<file path="config.mk">
export PLATFORM = sky130hd
export DESIGN_NAME = inst_fetch_buffer
export DESIGN_NICKNAME = d
export VERILOG_FILES = /design/src/rtl/inst_fetch_buffer.sv
export SDC_FILE = /design/constraint.sdc
export NUM_CORES = 1
export LEC_CHECK = 0
export ABC_CLOCK_PERIOD_IN_PS = 4600
export CORE_MARGIN = 2
export CORE_UTILIZATION = 50
export DETAILED_ROUTE_END_ITERATION = 7
export PLACE_DENSITY = 0.76
export SLEW_MARGIN = 20
export SYNTH_ARGS = -nofsm -noshare
export SYNTH_HDL_FRONTEND = slang
export SYNTH_SLANG_ARGS = --single-unit
export TNS_END_PERCENT = 30
</file>
<file path="constraint.sdc">
create_clock -name clock -period 4.6 [get_ports clock]
set_input_delay 0.92 -clock clock [delete_from_list [all_inputs] [get_ports clock]]
set_output_delay 0.92 -clock clock [all_outputs]
set_load 0.005 [all_outputs]
</file>
<file path="src/rtl/inst_fetch_buffer.sv">
// Instruction fetch stage: owns the fetch PC, reads instruction_memory combinationally
// and queues {pc, word} pairs in a FWFT FIFO that decode drains via valid/ready.
module inst_fetch_buffer #(
  parameter int unsigned DEPTH    = 4,
  parameter logic [31:0] RESET_PC = 32'h0000_0000
) (
  input  logic                    clock,
  input  logic                    reset,
  output logic [29:0]             imem_addr,
  input  logic [31:0]             imem_data,
  input  logic                    redirect,
  input  logic [31:0]             redirect_pc,
  output logic [31:0]             inst,
  output logic [31:0]             inst_pc,
  output logic                    inst_valid,
  input  logic                    inst_ready,
  output logic [$clog2(DEPTH):0]  count,
  output logic [31:0]             fetch_pc
);

  localparam int unsigned PW = $clog2(DEPTH);
  localparam logic [PW:0]   FULL    = (PW+1)'(DEPTH);
  localparam logic [PW:0]   CNT_ONE = (PW+1)'(1);
  localparam logic [PW-1:0] PTR_ONE = PW'(1);

  logic [31:0]   mem_inst [DEPTH];
  logic [31:0]   mem_pc   [DEPTH];
  logic [PW-1:0] head;
  logic [PW-1:0] tail;
  logic          pop;
  logic          push;

  // A redirect cancels both sides of the handshake in its cycle.
  always_comb begin
    inst_valid = (count != '0);
    pop        = inst_valid && inst_ready && !redirect;
    push       = ((count != FULL) || pop) && !redirect;
    imem_addr  = fetch_pc[31:2];
    inst       = inst_valid ? mem_inst[head] : '0;
    inst_pc    = inst_valid ? mem_pc[head]   : '0;
  end

  always_ff @(posedge clock) begin
    if (reset) begin
      fetch_pc <= RESET_PC;
      count    <= '0;
      head     <= '0;
      tail     <= '0;
    end else if (redirect) begin
      fetch_pc <= redirect_pc & 32'hFFFF_FFFC;
      count    <= '0;
      head     <= '0;
      tail     <= '0;
    end else begin
      if (push) begin
        tail     <= tail + PTR_ONE;
        fetch_pc <= fetch_pc + 32'd4;
      end
      if (pop) begin
        head <= head + PTR_ONE;
      end
      if (push && !pop) begin
        count <= count + CNT_ONE;
      end else if (pop && !push) begin
        count <= count - CNT_ONE;
      end
    end
  end

  // Storage needs no reset: outputs are gated by count.
  always_ff @(posedge clock) begin
    if (!reset && push) begin
      mem_inst[tail] <= imem_data;
      mem_pc[tail]   <= fetch_pc;
    end
  end

endmodule

</file>
### Yosys cells after proc, flatten, opt, wreduce, memory -nomap -nowiden

Memories as Yosys holds them, arrays and structs flattened. A register that Yosys moved wholly into a read port is not among the register bits.
Index checks and enable logic that the tools add are counted.

| storage, ports and cells | value |
|---|---|
| register bits after elaboration | 39 |
| bits in writable memories | 256 |
| input port bits | 68 |
| output and inout bits | 130 |
| logic and storage cells | 40 |
| memories kept | 2 |

Memory list:

| memory | depth | bits a word | rd ports | clocked after memory_dff | write ports | RTL line | text |
|---|---|---|---|---|---|---|---|
| mem_inst | 4 | 32 | 1 | 1 | 1 | 26 | `logic [31:0] mem_inst [DEPTH];` |
| mem_pc | 4 | 32 | 1 | 1 | 1 | 27 | `logic [31:0] mem_pc [DEPTH];` |

| cells by class | value |
|---|---|
| $add $sub $neg | 5 |
| eq/ne operators | 1 |
| mux-type cells | 12 |
| reduce and logical (&&, ||, !) cells | 15 |

Operators by type and width:

| operator | count |
|---|---|
| $mux 32 | 4 |
| $add 32x3->32 const B | 1 |
| $mux 2 | 4 |
| $logic_and 1x1->1 | 6 |
| $mux 3 | 2 |
| $add 2x1->2 const B | 2 |
| $logic_not 1->1 | 4 |
| $reduce_bool 2->1 | 2 |
| $add 3x1->3 const B | 1 |
| $ne 3x3->1 const B | 1 |
| $reduce_bool 3->1 | 1 |
| $sub 3x1->3 const B | 1 |
| $mux 1 | 2 |
| $reduce_or 2->1 | 1 |
| $logic_or 1x1->1 | 1 |

### Depth between registers and ports, before layout

Gate-level depths: netlist (run 1).

| depth | value |
|---|---|
| depth in word-level cells | 9 |
| depth in mapped cells | 10 |
| mapped depth without buffers | 8 |

### Least setup slack after synthesis (run 1)

Ideal clock, no wire load.

| timing | value |
|---|---|
| path type | in2reg |
| start | input port redirect |
| end | memory mem_inst[0][0] (enable) |
| library setup time | 426 ps |
| data arrival time | 3267 ps |
| required time | 4174 ps |
| slack | 906 ps |
| stages on the path | 5 |
| path buffers | 2 |
| path through | clkbuf_1 -> or2_0 -> clkbuf_1 -> nor2_1 -> and2_1 |

| between the ends | value |
|---|---|
| cells in the longest elaborated chain, start to end | 7 |

RTL lines:

| element | RTL line | text |
|---|---|---|
| start, declared | 11 | `input logic redirect,` |
| $logic_not 1->1 (*) | 36, 37 |  |
| $logic_and 1x1->1 | 36 | `pop = inst_valid && inst_ready && !redirect;` |
| $logic_or 1x1->1 | 37 | `push = ((count != FULL) \|\| pop) && !redirect;` |
| $logic_and 1x1->1 (*) | 37 |  |
| $logic_and 1x1->1 (*) | 72 | `if (!reset && push) begin` |
| $mux 1 (*) | 72 |  |
| $mux 1 (not written as such) (*) | 73 | `mem_inst[tail] <= imem_data;` |
| end, declared | 26 |  |

Mark *: on every way between the ends. The rest lies on a longest branch, timed or not.

### Final worst setup path (run 1)

| timing | value |
|---|---|
| start | register count[1] |
| end | output port inst_pc[13] |

| between the ends | value |
|---|---|
| cells in the longest elaborated chain, start to end | 2 |

RTL lines:

| element | RTL line | text |
|---|---|---|
| start, declared | 17 | `output logic [$clog2(DEPTH):0] count,` |
| start signal, assigned | 63 | `count <= count + CNT_ONE;` |
| start signal, assigned | 65 | `count <= count - CNT_ONE;` |
| $reduce_bool 3->1 | 35 | `inst_valid = (count != '0);` |
| $mux 32 | 40 | `inst_pc = inst_valid ? mem_pc[head] : '0;` |
| end, declared | 14 | `output logic [31:0] inst_pc,` |

No other way between the ends.

==> impl_metrics.env, run 1 <==
export IMPL_critPathArrivalTime_ps=2860
export IMPL_grt_first_pass_wirelength_um=40300
export IMPL_cts_resized=0
export IMPL_crit_chain="or3_2 > buf_4 > and2_1 > clkdlybuf4s50_1"
export IMPL_syn_avg_cell_area_sq_um=16.5
export IMPL_dp_cells=1181
export IMPL_insertion_delay_ps=530
export IMPL_synth_edf_count=248
export IMPL_clockBufferDepth=3
export IMPL_powerDensity_mw_per_mm2=392
export IMPL_vias_per_cell=5.69
export IMPL_hold_class="register to register"
export IMPL_required_ps=3680
export IMPL_die_w_um=159
export IMPL_synth_async_reset_ratio_pct=0
export IMPL_leakagePower_nw=4.80
export IMPL_dr_pass1_iters=5
export IMPL_ys_top_cells_by_count="edfxtp_1 (248), and2_1 (76), mux4_2 (62)"
export IMPL_cpMaxStageDelayCell="or3_2"
export IMPL_synthTopCellsByArea="edfxtp_1 (62%), mux4_2 (12%), dfxtp_1 (6.5%)"
export IMPL_drc_errors=0
export IMPL_hold_viol=0
export IMPL_instances_no_fill=1233
export IMPL_drv_slew=0
export IMPL_crit_family="buffers and inverters"
export IMPL_start_kind="register"
export IMPL_synth_area_sq_mm=0.0120
export IMPL_port_buffers=191
export IMPL_netlist_area_leader_share_pct=62.0
export IMPL_fin_nets=967
export IMPL_syn2layout_area_growth_pct=25.7
export IMPL_hold_buffers=0
export IMPL_setup_violations=0
export IMPL_synth_seq_cells=287
export IMPL_grt_busiest_layer="met2"
export IMPL_detail_route_wirelength_um=26100
export IMPL_ys_flop_type="edfxtp_1"
export IMPL_power_w=0.00591
export IMPL_antenna_found_initial=0
export IMPL_irDropWorstVdd_uv=209
export IMPL_final_setup_skew_ps=21.4
export IMPL_worstSetupEndpointType="primary output"
export IMPL_setup_tns_ps=0
export IMPL_cts_root_buf="clkbuf_16"
export IMPL_num_antenna_cells=0
export IMPL_crit_fanout=35
export IMPL_final_util_pct=64.1
export IMPL_layout_drive_gt1_share_pct=15.1
export IMPL_timing_critical_path_buf_inv=2
export IMPL_grt_util_all_layers_pct=20.4
export IMPL_clk_pin_slew_ps=60
export IMPL_grt_util_met2_pct=33.3
export IMPL_drtIter0Drc=515
export IMPL_htreeDepth=1
export IMPL_holdWs_ps=534
export IMPL_post_route_period_util_pct=82.2
export IMPL_synth_top_area_cell="edfxtp_1"
export IMPL_die_y_um=159
export IMPL_core_rowCount=56
export IMPL_tightest_slew_ps=956
export IMPL_timing_fmax_ghz=0.264
export IMPL_synthCells=726
export IMPL_grt_met3_usage_pct=3.39
export IMPL_ioPinCount=198
export IMPL_tritoncts="yes"
export IMPL_rsz0062_at_grt="false"
export IMPL_synth_distinct_cells=52
export IMPL_cts_sinks=287
export IMPL_synth_most_common_cell="edfxtp_1"
export IMPL_grt_pass1_vias=6889
export IMPL_use_met1_pct=29.3
export IMPL_ant_nets=0
export IMPL_dieArea_sq_mm=0.0253
export IMPL_status="finished clean"
export IMPL_num_vias=7010
export IMPL_max_cap_violations=0
export IMPL_grt_max_degree=63
export IMPL_period_needed_ps=3780
export IMPL_cts_made_buffers=28
export IMPL_ys_warn_count=0
export IMPL_post_cts_buffers=0
export IMPL_wl_per_cell_um=21.1
export IMPL_hpwlAfterDp_um=16300
export IMPL_start_util_pct=51.0
export IMPL_gp_congestion=0.882
export IMPL_ys_seq_area_share_pct=68.5
export IMPL_worstSetupPathType="register to primary output"
export IMPL_overflow=0
export IMPL_slowest_delay_ps=610
export IMPL_core_area_sq_mm=0.0235
export IMPL_maxSlewHeadroom_pct=36.3
[layout make-up]
class                           instances  area, sq um
Clock buffer                           33          751
Fill cell                            1704         8440
Sequential cell                       287         8240
Timing Repair Buffer                  210         2100
Clock inverter                         19          239
Tap cell                              319          399
Inverter                                7         26.3
Multi-Input combinational cell        358         3340
[sequential cells by signal, summed over array words and instances (netlist names), named ones only]
signal	flops
count	3
head	2
mem_pc	120
fetch_pc	30
tail	2
mem_inst	128
[power breakdown]
group / internal, W / total, W / switching [W]
Combinational: 0.000304 / 0.000515 / 0.000211
Clock: 0.00149 / 0.00242 / 0.000924
Sequential: 0.00290 / 0.00298 / 0.0000789
Total: 0.00470 / 0.00591 / 0.00121
[path summary, 6_finish.rpt]
path                 start     endpoint  cells past startpoint  slack, ps
setup / recovery  count[1]  inst_pc[13]                      4        820
hold / removal     head[1]      head[1]                      2        530
setup reg to reg  count[0]     count[2]                      8       1750
hold reg to reg    head[1]      head[1]                      2        530
[worst min-delay path: cells and delay by family, from the launching register on]
family,cells,cell delay [ps]
flops,1,330
simple gates,1,100
xor+xnor,1,60
[routing by layer]
layer | routed length, um | vias up
li1 | - | 3165
met1 | 11100 | 3491
met2 | 12600 | 312
met3 | 1980 | 42
met4 | 428 | 0
met5 | 0 | -
[cells by family after synthesis]
kind of cell / share of synthesized area, %
AOI/OAI and AO/OA: 4.01
xor gates and xnor gates: 1.09
adders and majority gates: 0.792
buffers and inverters: 3.81
DFF: 68.5
muxes: 11.9
other: 0.0312
and+or+nand+nor: 9.86
[stage by stage]
stage / instance area, sq um / worst slack (ps)
3_3_place_gp: 14100 / 1010
5_1_grt: 15100 / 655
6_report: 15100 / 819
3_5_place_dp: 14100 / 971
4_1_cts: 15100 / 740
2_1_floorplan: 12000 / 906
[cells in the final DEF, fill, tap and decap left out, types with 8 or more instances in the layout]
cell               n
dfxtp_1           37
nand2_1           12
clkbuf_16         29
xor2_1             9
o211ai_1          10
nand3_1           17
mux4_2            62
a211oi_1           9
edfxtp_1         248
clkdlybuf4s50_1  191
or3_1              8
buf_4             15
nand4_1           12
nor2_1            29
or4_1             12
and2_1            72
a31oi_1            8
No activity file was read; power rests on OpenSTA's default activity.
==> run 2, diff against run 1 <==
- ABC_CLOCK_PERIOD_IN_PS: 4600 -> 3410
- CORE_UTILIZATION: 50 -> 48
- clock period: 4.6 -> 3.41 ns (I/O delays scaled with it)
==> run 2 against run 1 <==
Against the previous run:
- global-route usage down 1.1 points
- core utilization down 2.7 points
- critical path depth unchanged
- sequential share of layout area rose by 0.29 points
- highest routed layer unchanged
- clock skew up 7.7 ps
- first-iteration DRC count rose by 21%
- via count shrank 1.6%
- power grew 29%
==> impl_metrics.env, run 2 (same netlist as run 1, synthesis figures left out) <==
export IMPL_grt_first_pass_wirelength_um=39300
export IMPL_max_cap_violations=0
export IMPL_leakagePower_nw=4.77
export IMPL_start_kind="register"
export IMPL_power_w=0.00762
export IMPL_post_route_period_util_pct=96.1
export IMPL_clk_pin_slew_ps=70
export IMPL_die_w_um=162
export IMPL_r2r_end="count[2]"
export IMPL_start_util_pct=49.1
export IMPL_gp_congestion=0.842
export IMPL_largest_registers="mem_inst: 128 flops, mem_pc: 120 flops, fetch_pc: 30 flops"
export IMPL_cp_endpoint="inst_pc[17]"
export IMPL_grt_pass1_vias=6926
export IMPL_drv_slew=0
export IMPL_period_needed_ps=3280
export IMPL_maxSlewHeadroom_pct=35.9
export IMPL_setup_slack_ps=133
export IMPL_timing_fmax_ghz=0.305
export IMPL_num_antenna_cells=0
export IMPL_cp_startpoint="count[0]"
export IMPL_hold_class="register to register"
export IMPL_critPathArrivalTime_ps=2600
export IMPL_required_ps=2730
export IMPL_core_rowCount=57
export IMPL_stdcell_area_sq_mm=0.0150
export IMPL_tightest_slew_ps=961
export IMPL_irDropWorstVdd_uv=255
export IMPL_worstSetupPathType="register to primary output"
export IMPL_detail_route_wirelength_um=25700
export IMPL_holdWs_ps=533
export IMPL_dieArea_sq_mm=0.0263
export IMPL_largest_register_ffs=128
export IMPL_drc_errors=0
export IMPL_cts_made_buffers=29
export IMPL_powerDensity_mw_per_mm2=507
export IMPL_clockBufferDepth=3
export IMPL_place_area_sq_mm=0.0141
export IMPL_setup_tns_ps=0
export IMPL_grt_util_all_layers_pct=19.3
export IMPL_crit_fanout=47
export IMPL_layout_drive_gt1_share_pct=15.1
export IMPL_htreeDepth=1
export IMPL_ant_nets=0
export IMPL_fin_nets=971
export IMPL_port_buffers=191
export IMPL_vias_per_cell=5.55
export IMPL_status="finished clean"
export IMPL_top_register="mem_inst"
export IMPL_cts_root_buf="clkbuf_16"
export IMPL_r2r_start="count[0]"
export IMPL_tritoncts="yes"
export IMPL_hold_viol=0
export IMPL_syn2layout_area_growth_pct=25.1
export IMPL_rsz0062_at_grt="false"
export IMPL_antenna_found_initial=0
export IMPL_cts_sinks=287
export IMPL_final_common_cell="edfxtp_1"
export IMPL_rr_worst_depth=8
export IMPL_hpwlAfterDp_um=15800
export IMPL_setup_violations=0
export IMPL_ioPinCount=198
export IMPL_drtIter0Drc=623
export IMPL_final_setup_skew_ps=29.1
export IMPL_core_area_sq_mm=0.0245
export IMPL_num_vias=6897
export IMPL_post_place_ws_ps=473
export IMPL_r2r_setup_slack_ps=710
export IMPL_worstSetupEndpointType="primary output"
export IMPL_layout_common_cells="edfxtp_1 (248), clkdlybuf4s50_1 (191), and2_1 (72), mux4_2 (62), dfxtp_1 (37)"
export IMPL_hold_buffers=0
export IMPL_die_y_um=162
export IMPL_dr_pass1_iters=6
export IMPL_insertion_delay_ps=530
export IMPL_overflow=0
export IMPL_grt_max_degree=63
export IMPL_wl_per_cell_um=20.7
[run 2: changes by cell type in the layout (fill, tap and decap cells not counted), sizes merged]
cell / previous run / this run
clkbuf: 33 / 39
bufinv: 6 / 1
buf: 19 / 22
clkinv: 12 / 10
inv: 7 / 9
[run 2: stage by stage]
stage               util (%)  cells
finish                  61.4   1242
global route            61.4   1242
CTS                     61.2   1237
detailed placement      57.7   1184
global placement        57.7   1184
floorplan                  -    729
[run 2: worst max-delay path: stages, from the launching register on]
cell	delay, ps
dfxtp_1	400
or3_2	720
buf_12	280
and2_1	190
clkdlybuf4s50_1	460
[run 2: final cells by class]
class,count,area [sq um]
clock buffer,39,773
timing repair buffer,213,2140
multi-input combinational,358,3340
tap,324,405
sequential,287,8240
clock inverter,14,95.1
fill,1812,9440
inverter,7,26.3
[run 2: how the worst min path moves through the flow]
stage	from	end	slack (ps)	cells past startpoint
2_1_floorplan	head[1]	register	480	2
3_3_place_gp	head[1]	register	500	2
3_5_place_dp	head[1]	register	520	2
4_1_cts	head[1]	head[1]	530	2
5_1_grt	head[1]	head[1]	570	2
6_report	head[1]	head[1]	530	2
[run 2: power by group]
part	internal, W	switching (W)
sequential	0.00392	0.0000970
clock	0.00166	0.00124
combinational	0.000415	0.000293
total	0.00599	0.00163
[run 2: metal layers]
layer	GRT usage [%]	up-vias	part of all wire, %
met1	28.0	3383	44
met5	0	-	0
met2	31.2	305	48
met4	4.06	0	1.5
li1	-	3168	-
met3	3.35	41	6.9
[run 2: repair_timing]
item	4_1_cts	5_1_grt
endpoints found under the hold margin	0	0
buffers inserted	0	5
endpoints found under the setup margin	0	2
gates resized for setup	0	0
==> run 3, diff against run 2 <==
- CTS_CLUSTER_DIAMETER: unset -> 50
==> run 3 against run 2 <==
Against the previous run:
- sequential power about the same
- global-route usage up 0.095 points
- critical endpoint unchanged
- design area is 0.64% higher
- routed wire length up 0.31%
- clock-buffer cell count unchanged
- clock power rose by 8.6%
- combinational power hardly changed
==> impl_metrics.env, run 3 (same netlist as run 1, synthesis figures left out) <==
export IMPL_largest_register_ffs=128
export IMPL_timing_fmax_ghz=0.305
export IMPL_final_setup_skew_ps=10.6
export IMPL_crit_fanout=47
export IMPL_final_common_cell="edfxtp_1"
export IMPL_worstSetupPathType="register to primary output"
export IMPL_antenna_found_initial=0
export IMPL_vias_per_cell=5.62
export IMPL_grt_max_degree=63
export IMPL_drtIter0Drc=687
export IMPL_cts_sinks=287
export IMPL_place_area_sq_mm=0.0141
export IMPL_irDropWorstVdd_uv=289
export IMPL_num_antenna_cells=0
export IMPL_cts_root_buf="clkbuf_16"
export IMPL_gp_congestion=0.842
export IMPL_start_kind="register"
export IMPL_clockBufferDepth=3
export IMPL_leakagePower_nw=4.81
export IMPL_htreeDepth=1
export IMPL_fin_nets=973
export IMPL_final_util_pct=61.8
export IMPL_grt_first_pass_wirelength_um=39500
export IMPL_grt_util_all_layers_pct=19.4
export IMPL_largest_registers="mem_inst: 128 flops, mem_pc: 120 flops, fetch_pc: 30 flops"
export IMPL_insertion_delay_ps=540
export IMPL_overflow=0
export IMPL_hold_class="register to register"
export IMPL_num_vias=7001
export IMPL_stdcell_area_sq_mm=0.0151
export IMPL_status="finished clean"
export IMPL_drc_errors=0
export IMPL_multiInputGateArea_sq_mm=0.00334
export IMPL_detail_route_wirelength_um=25800
export IMPL_top_register="mem_inst"
export IMPL_worstSetupEndpointType="primary output"
export IMPL_setup_violations=0
export IMPL_clk_pin_slew_ps=70
export IMPL_grt_pass1_vias=6960
export IMPL_wl_per_cell_um=20.7
export IMPL_tritoncts="yes"
export IMPL_layout_drive_gt1_share_pct=15.4
export IMPL_hpwlAfterDp_um=15800
export IMPL_maxSlewHeadroom_pct=36.0
export IMPL_start_util_pct=49.1
export IMPL_layout_common_cells="edfxtp_1 (248), clkdlybuf4s50_1 (191), and2_1 (72), mux4_2 (62), dfxtp_1 (37)"
export IMPL_die_w_um=162
export IMPL_tightest_slew_ps=960
export IMPL_core_rowCount=57
export IMPL_die_y_um=162
export IMPL_period_needed_ps=3280
export IMPL_dr_pass1_iters=6
export IMPL_rsz0062_at_grt="false"
export IMPL_powerDensity_mw_per_mm2=521
export IMPL_drv_slew=0
export IMPL_dieArea_sq_mm=0.0263
export IMPL_hold_viol=0
export IMPL_ant_nets=0
export IMPL_ioPinCount=198
export IMPL_critPathArrivalTime_ps=2600
export IMPL_regArea_sq_mm=0.00824
export IMPL_cts_made_buffers=31
export IMPL_fill_cells=1795
export IMPL_core_area_sq_mm=0.0245
export IMPL_post_route_period_util_pct=96.2
export IMPL_max_cap_violations=0
export IMPL_required_ps=2730
export IMPL_port_buffers=191
export IMPL_syn2layout_area_growth_pct=25.9
## run 3: through the flow
step / total power (W) / setup TNS [ps] / hold WS (ps) / setup WS [ps] / cells
finish: 0.00787 / 0 / 529 / 128 / 1246
global route: 0.00812 / 0 / 568 / 38.8 / 1246
CTS: 0.00793 / 0 / 535 / 70.0 / 1241
detailed placement: 0.00480 / 0 / 520 / 473 / 1184
global placement: 0.00479 / 0 / 497 / 485 / 1184
floorplan: 0.00437 / -5630 / 485 / -45.4 / 729
## run 3: per-layer routing
layer  vias up  routed length (um)  global-route usage, %
li1       3178                   -                      -
met1      3480               11100                   27.7
met2       295               12400                   31.4
met3        48                1800                   3.73
met4         0                 466                   4.59
met5         -                   0                      0
## run 3: repair_timing
item | 4_1_cts | 5_1_grt
hold endpoints to repair | 0 | 0
hold buffers | 0 | 0
setup buffers | 0 | 5
endpoints found under the setup margin | 0 | 3
gates resized for setup | 0 | 0
## run 3: final timing paths
kind / start / to / slack [ps] / cells after the start
worst max-delay path: count[0] / inst_pc[17] / 130 / 4
worst min-delay path: head[1] / head[1] / 530 / 2
worst max register to register: count[0] / count[2] / 680 / 8
worst min register to register: head[1] / head[1] / 530 / 2
## run 3: final cells by class
class	instances	area share [%]
inverter	7	0.174
tap	324	2.68
sequential	287	54.5
multi-input combinational	358	22.1
timing repair buffer	213	14.2
clock inverter	18	1.05
clock buffer	39	5.33
## run 3: power by group
part	switching [W]	total [W]	internal, W
clock	0.00131	0.00315	0.00183
sequential	0.0000973	0.00402	0.00392
combinational	0.000294	0.000709	0.000415
## run 3: critical path, cell delays in order, from the launching register on
cell	delay (ps)
dfxtp_1	400
or3_2	720
buf_12	280
and2_1	190
clkdlybuf4s50_1	460
